**config.mk**
```make
export PLATFORM = sky130hd
export DESIGN_NAME = fetch_ctrl
export DESIGN_NICKNAME = d
export VERILOG_FILES = /design/src/rtl/fetch_ctrl_pkg.sv /design/src/rtl/next_pc_sel.sv /design/src/rtl/fetch_ctrl.sv
export SDC_FILE = /design/constraint.sdc
export NUM_CORES = 1
export LEC_CHECK = 0
export CAP_MARGIN = 10
export CORE_MARGIN = 2
export CORE_UTILIZATION = 43
export DETAILED_ROUTE_END_ITERATION = 16
export PLACE_DENSITY = 0.8
export SETUP_SLACK_MARGIN = 0.15
export SLEW_MARGIN = 20
export SYNTH_ARGS = -nofsm -noshare
export SYNTH_HDL_FRONTEND = slang
export SYNTH_SLANG_ARGS = --single-unit
```
**constraint.sdc**
```tcl
create_clock -name i_clk -period 2.5 [get_ports i_clk]
set_clock_uncertainty 0.2 [all_clocks]
set_input_delay 0.25 -clock i_clk [delete_from_list [all_inputs] [get_ports i_clk]]
set_output_delay 0.25 -clock i_clk [all_outputs]
set_load 0.005 [all_outputs]
```
**src/rtl/fetch_ctrl_pkg.sv**
```systemverilog
// Shared types and constants for the instruction fetch sequencer.
// Holds the state encoding, the sequential PC step and the word-alignment mask.
package fetch_ctrl_pkg;

  typedef enum logic [1:0] {
    S_FETCH = 2'd0,
    S_WAIT  = 2'd1,
    S_EXEC  = 2'd2,
    S_HALT  = 2'd3
  } state_t;

  localparam int unsigned PC_STEP    = 4;
  localparam logic [1:0]  ALIGN_MASK = 2'b11;

endpackage

```
**src/rtl/next_pc_sel.sv**
```systemverilog
// Combinational next-PC select: branch target or PC+4 (wrapping), plus misalignment flag.
// Zero latency; no flow control.
module next_pc_sel
  import fetch_ctrl_pkg::*;
#(
  parameter int ADDR_W = 32
) (
  input  logic [ADDR_W-1:0] pc,
  input  logic              branch,
  input  logic [ADDR_W-1:0] target,
  output logic [ADDR_W-1:0] next_pc,
  output logic              misaligned
);

  assign next_pc    = branch ? target : pc + ADDR_W'(PC_STEP);
  assign misaligned = (next_pc[1:0] & ALIGN_MASK) != 2'b00;

endmodule

```
**src/rtl/fetch_ctrl.sv**
```systemverilog
// Multi-cycle fetch sequencer: FETCH -> WAIT (until rvalid) -> EXEC (until done) -> FETCH.
// Minimum 3 cycles per instruction; i_stall holds EXEC, memory latency holds WAIT; HALT is absorbing.
module fetch_ctrl
  import fetch_ctrl_pkg::*;
#(
  parameter int                ADDR_W   = 32,
  parameter int                INST_W   = 32,
  parameter logic [ADDR_W-1:0] RESET_PC = '0,
  parameter logic [INST_W-1:0] EOF_INST = 32'hFFFF_FFFF,
  parameter int                CNT_W    = 16
) (
  input  logic              i_clk,
  input  logic              i_rst,
  output logic [ADDR_W-1:0] o_imem_addr,
  output logic              o_imem_req,
  input  logic [INST_W-1:0] i_imem_rdata,
  input  logic              i_imem_rvalid,
  output logic [ADDR_W-1:0] o_pc,
  output logic [INST_W-1:0] o_inst,
  output logic              o_inst_valid,
  input  logic              i_exec_done,
  input  logic              i_branch,
  input  logic [ADDR_W-1:0] i_target,
  input  logic              i_stall,
  output logic              o_halt,
  output logic              o_addr_err,
  output logic [CNT_W-1:0]  o_retired
);

  state_t             state_q, state_d;
  logic [ADDR_W-1:0]  pc_q;
  logic [INST_W-1:0]  inst_q;
  logic               addr_err_q;
  logic [CNT_W-1:0]   retired_q;

  logic [ADDR_W-1:0]  next_pc;
  logic               misaligned;
  logic               latch_inst;
  logic               retire;
  logic               set_err;

  next_pc_sel #(.ADDR_W(ADDR_W)) u_next_pc_sel (
    .pc         (pc_q),
    .branch     (i_branch),
    .target     (i_target),
    .next_pc    (next_pc),
    .misaligned (misaligned)
  );

  always_ff @(posedge i_clk) begin
    if (i_rst) state_q <= S_FETCH;
    else       state_q <= state_d;
  end

  always_comb begin
    state_d    = state_q;
    latch_inst = 1'b0;
    retire     = 1'b0;
    set_err    = 1'b0;
    case (state_q)
      S_FETCH: state_d = S_WAIT;
      S_WAIT: begin
        if (i_imem_rvalid) begin
          latch_inst = 1'b1;
          state_d    = (i_imem_rdata == EOF_INST) ? S_HALT : S_EXEC;
        end
      end
      S_EXEC: begin
        // A done seen under stall is dropped; execute must re-assert it.
        if (i_exec_done && !i_stall) begin
          retire = 1'b1;
          if (misaligned) begin
            set_err = 1'b1;
            state_d = S_HALT;
          end else begin
            state_d = S_FETCH;
          end
        end
      end
      S_HALT:  state_d = S_HALT;
      default: state_d = S_FETCH;
    endcase
  end

  always_ff @(posedge i_clk) begin
    if (i_rst) begin
      pc_q       <= RESET_PC;
      inst_q     <= '0;
      addr_err_q <= 1'b0;
      retired_q  <= '0;
    end else begin
      if (latch_inst)
        inst_q <= i_imem_rdata;
      if (retire && !misaligned)
        pc_q <= next_pc;
      if (set_err)
        addr_err_q <= 1'b1;
      if (retire && (retired_q != {CNT_W{1'b1}}))
        retired_q <= retired_q + CNT_W'(1);
    end
  end

  assign o_imem_addr  = pc_q;
  assign o_pc         = pc_q;
  assign o_imem_req   = (state_q == S_FETCH);
  assign o_inst_valid = (state_q == S_EXEC);
  assign o_halt       = (state_q == S_HALT);
  assign o_inst       = inst_q;
  assign o_addr_err   = addr_err_q;
  assign o_retired    = retired_q;

endmodule

```
==> flow_metrics.tcl <==
set metrics [dict create \
    relSlewSlack_pct 40.44 \
    start_util_pct 43.77 \
    ys_top_cells_by_area "dfxtp_1 (37%), nand2_1 (9.0%), a21oi_1 (7.4%), buf_4 (5.7%), nand4_1 (3.2%)" \
    crit_path_max_incr_delay_ns 0.57 \
    power.density_nw_per_um2 437.4 \
    rows 37 \
    cts_sinks 83 \
    dieArea_um2 11250 \
    max_cap_violations 0 \
    cts_buffers 9 \
    cp_cell_sequence "nor2b_1 -> clkdlybuf4s50_1" \
    min_path_type "in2reg" \
    end_kind "output pin" \
    pin_count 186 \
    setup_viol 0 \
    postLayoutCoreUtil_pct 62.99 \
    num_vias 4813 \
    synth_edf_count 0 \
    yosysSeqAreaShare_pct 37.11 \
    drive_gt1_share_pct 7.692 \
    finalPower_mw 2.819 \
    cp_slowest_cell "clkdlybuf4s50_1" \
    routed_wl_mm 13.78 \
    grt_first_pass_wirelength_mm 22.20 \
    remaining_drc_errors 0 \
    tightest_slew_ns 0.8933 \
    vias_per_cell 5.564 \
    grt_start_max_net_pins 58 \
    path_clk_slew_ns 0.09 \
    outcome "finished clean" \
    drt-wirelength-per-cell_um 15.93 \
    gp_congestion 0.8598 \
    post-place-cells 844 \
    core_area_um2 10230 \
    stdcell_count 865 \
    final_common_cell "clkdlybuf4s50_1" \
    ir_worst_vdd_mv 0.2929 \
    tritoncts "done" \
    crit_path_start_kind "flop" \
    p_leak_nw 2.221 \
    hold_viol_final 0 \
    fin_area_um2 6445 \
    htree_levels 3 \
    io_buffers 185 \
    drt-pass1-iter-count 4 \
    die_h_um 106.1 \
    synth.distinct_cells 59 \
    synth_top_area_share_pct 37.11 \
    ant_nets 0 \
    syn_to_final_growth_pct 43.92 \
    cts_max_path_buffers 2 \
    die_w_um 106.1 \
    grt_pass1_vias 4528 \
    grt_overflow_total 0 \
    synth_cells 576 \
    finalCritPeriodShare_pct 87.92 \
    critical_path_class "reg2out" \
    grt_usage_pct 24.18 \
    synth_ff_type "dfxtp_1" \
    cp_max_fo 9 \
    yosysTopAreaCell "dfxtp_1" \
    clock_latency_ns 0.36 \
    syn-cell-area_um2 4478 \
    rsz0062_at_grt "no" \
    placedInstanceArea_um2 6186 \
    cp_data_required_time_ns 2.05 \
    antenna_found_initial 1 \
    synth_nets 648 \
    max_freq_mhz 455.0 \
    root_buffer "clkbuf_8" \
    avgSynthCellArea_um2 7.774 \
    arrival_ns 1.75 \
    dp_hpwl_mm 9.898 \
    drt_iter0_markers 237 \
    synth-async-reset-ratio_pct 0 \
    min_period_ns 2.198 \
    ys_seq_elements 83 \
    nNetsFinal 795 \
    final_cell_mix "clkdlybuf4s50_1 (183), nand2_1 (107), dfxtp_1 (81), a21oi_1 (66), nor2_1 (35)" \
    drv_slew 0 \
    tns_ns 0 \
    hold_buffers 0 \
    yosys_warnings 0 \
]
[synth_stat cells (6+ instances only)]
| library cell | n |
|---|---|
| nand2_1 | 107 |
| buf_4 | 34 |
| a31oi_1 | 10 |
| mux2i_1 | 8 |
| nor3_1 | 20 |
| o31ai_1 | 6 |
| dfxtp_1 | 83 |
| nor2_1 | 36 |
| xnor2_1 | 10 |
| nand3_1 | 18 |
| nand4_1 | 23 |
| o21ai_0 | 23 |
| and3_1 | 12 |
| clkbuf_1 | 24 |
| inv_1 | 6 |
| a21oi_1 | 66 |
| a211oi_1 | 8 |
[area by class of cell]
cell class              count  area [um2]
clock buffers              10       127.6
flip-flops and latches     83        1664
repair buffers            206        2012
inverters                   6       22.52
fillers                   881        3786
well taps                 136       170.2
multi-input cells         417        2356
diodes                      1       2.502
clock inverters             6       90.09
[cells by family after synthesis]
logic type / synth area share [%]
AO/OA/AOI/OAI: 19.73
XOR/XNOR: 1.956
adder cells (fa/ha/maj): 0.5587
buffers and inverters: 10.51
flip-flops: 37.11
multiplexers: 2.040
AND/OR/NAND/NOR: 28.11
[metrics by stage]
stage | setup slack (ns) | hold slack (ns)
after CTS | 0.2421 | 0.09340
after detailed placement | 0.05596 | 0.2484
after floorplan | 0.4509 | 0.1860
after global routing | 0.1902 | 0.1187
after global placement | 0.1262 | 0.2410
final | 0.3020 | 0.1000
[registers in the layout (all words and copies together) (netlist names)]
| signal | flops |
|---|---|
| o_imem_addr | 32 |
| o_retired | 16 |
| o_inst | 32 |
| state_q | 2 |
| o_addr_err | 1 |
[metal layers]
layer,global-route usage (%),share of wire [%]
met1,29.42,40
met5,0,0
met2,41.38,49
met4,6.673,1.1
met3,7.419,9.6
[timing repair]
item                       4_1_cts  5_1_grt
buffers inserted                 2        2
gates cloned                     0        0
setup endpoints to repair        4       12
resized for setup                0        4
pin swaps                        1        0
[critical path, delay by kind of cell (launching register included)]
family                 cells  cell delay [ns]
AND/OR/NAND/NOR            1             0.31
buffers and inverters      1             0.57
flip-flops                 1             0.52
[report_power, final]
group | internal (mW) | leakage, nW | switching (mW)
clock network | 0.565 | 0.106 | 0.498
registers | 1.35 | 0.673 | 0.0290
logic | 0.212 | 1.44 | 0.161
[worst paths after layout]
path	from	end	slack, ns	cells past startpoint
setup reg to reg	o_imem_addr[19]$_SDFFE_PP0P_	o_imem_addr[31]$_SDFFE_PP0P_	0.32	5
setup / recovery	state_q[1]$_SDFFE_PP0P_	o_inst_valid	0.30	2
hold reg to reg	o_inst[22]$_SDFFE_PP0P_	o_inst[22]$_SDFFE_PP0P_	0.26	2
hold / removal	i_rst	o_imem_addr[27]$_SDFFE_PP0P_	0.10	3
Power figures use the tool's default switching activity.
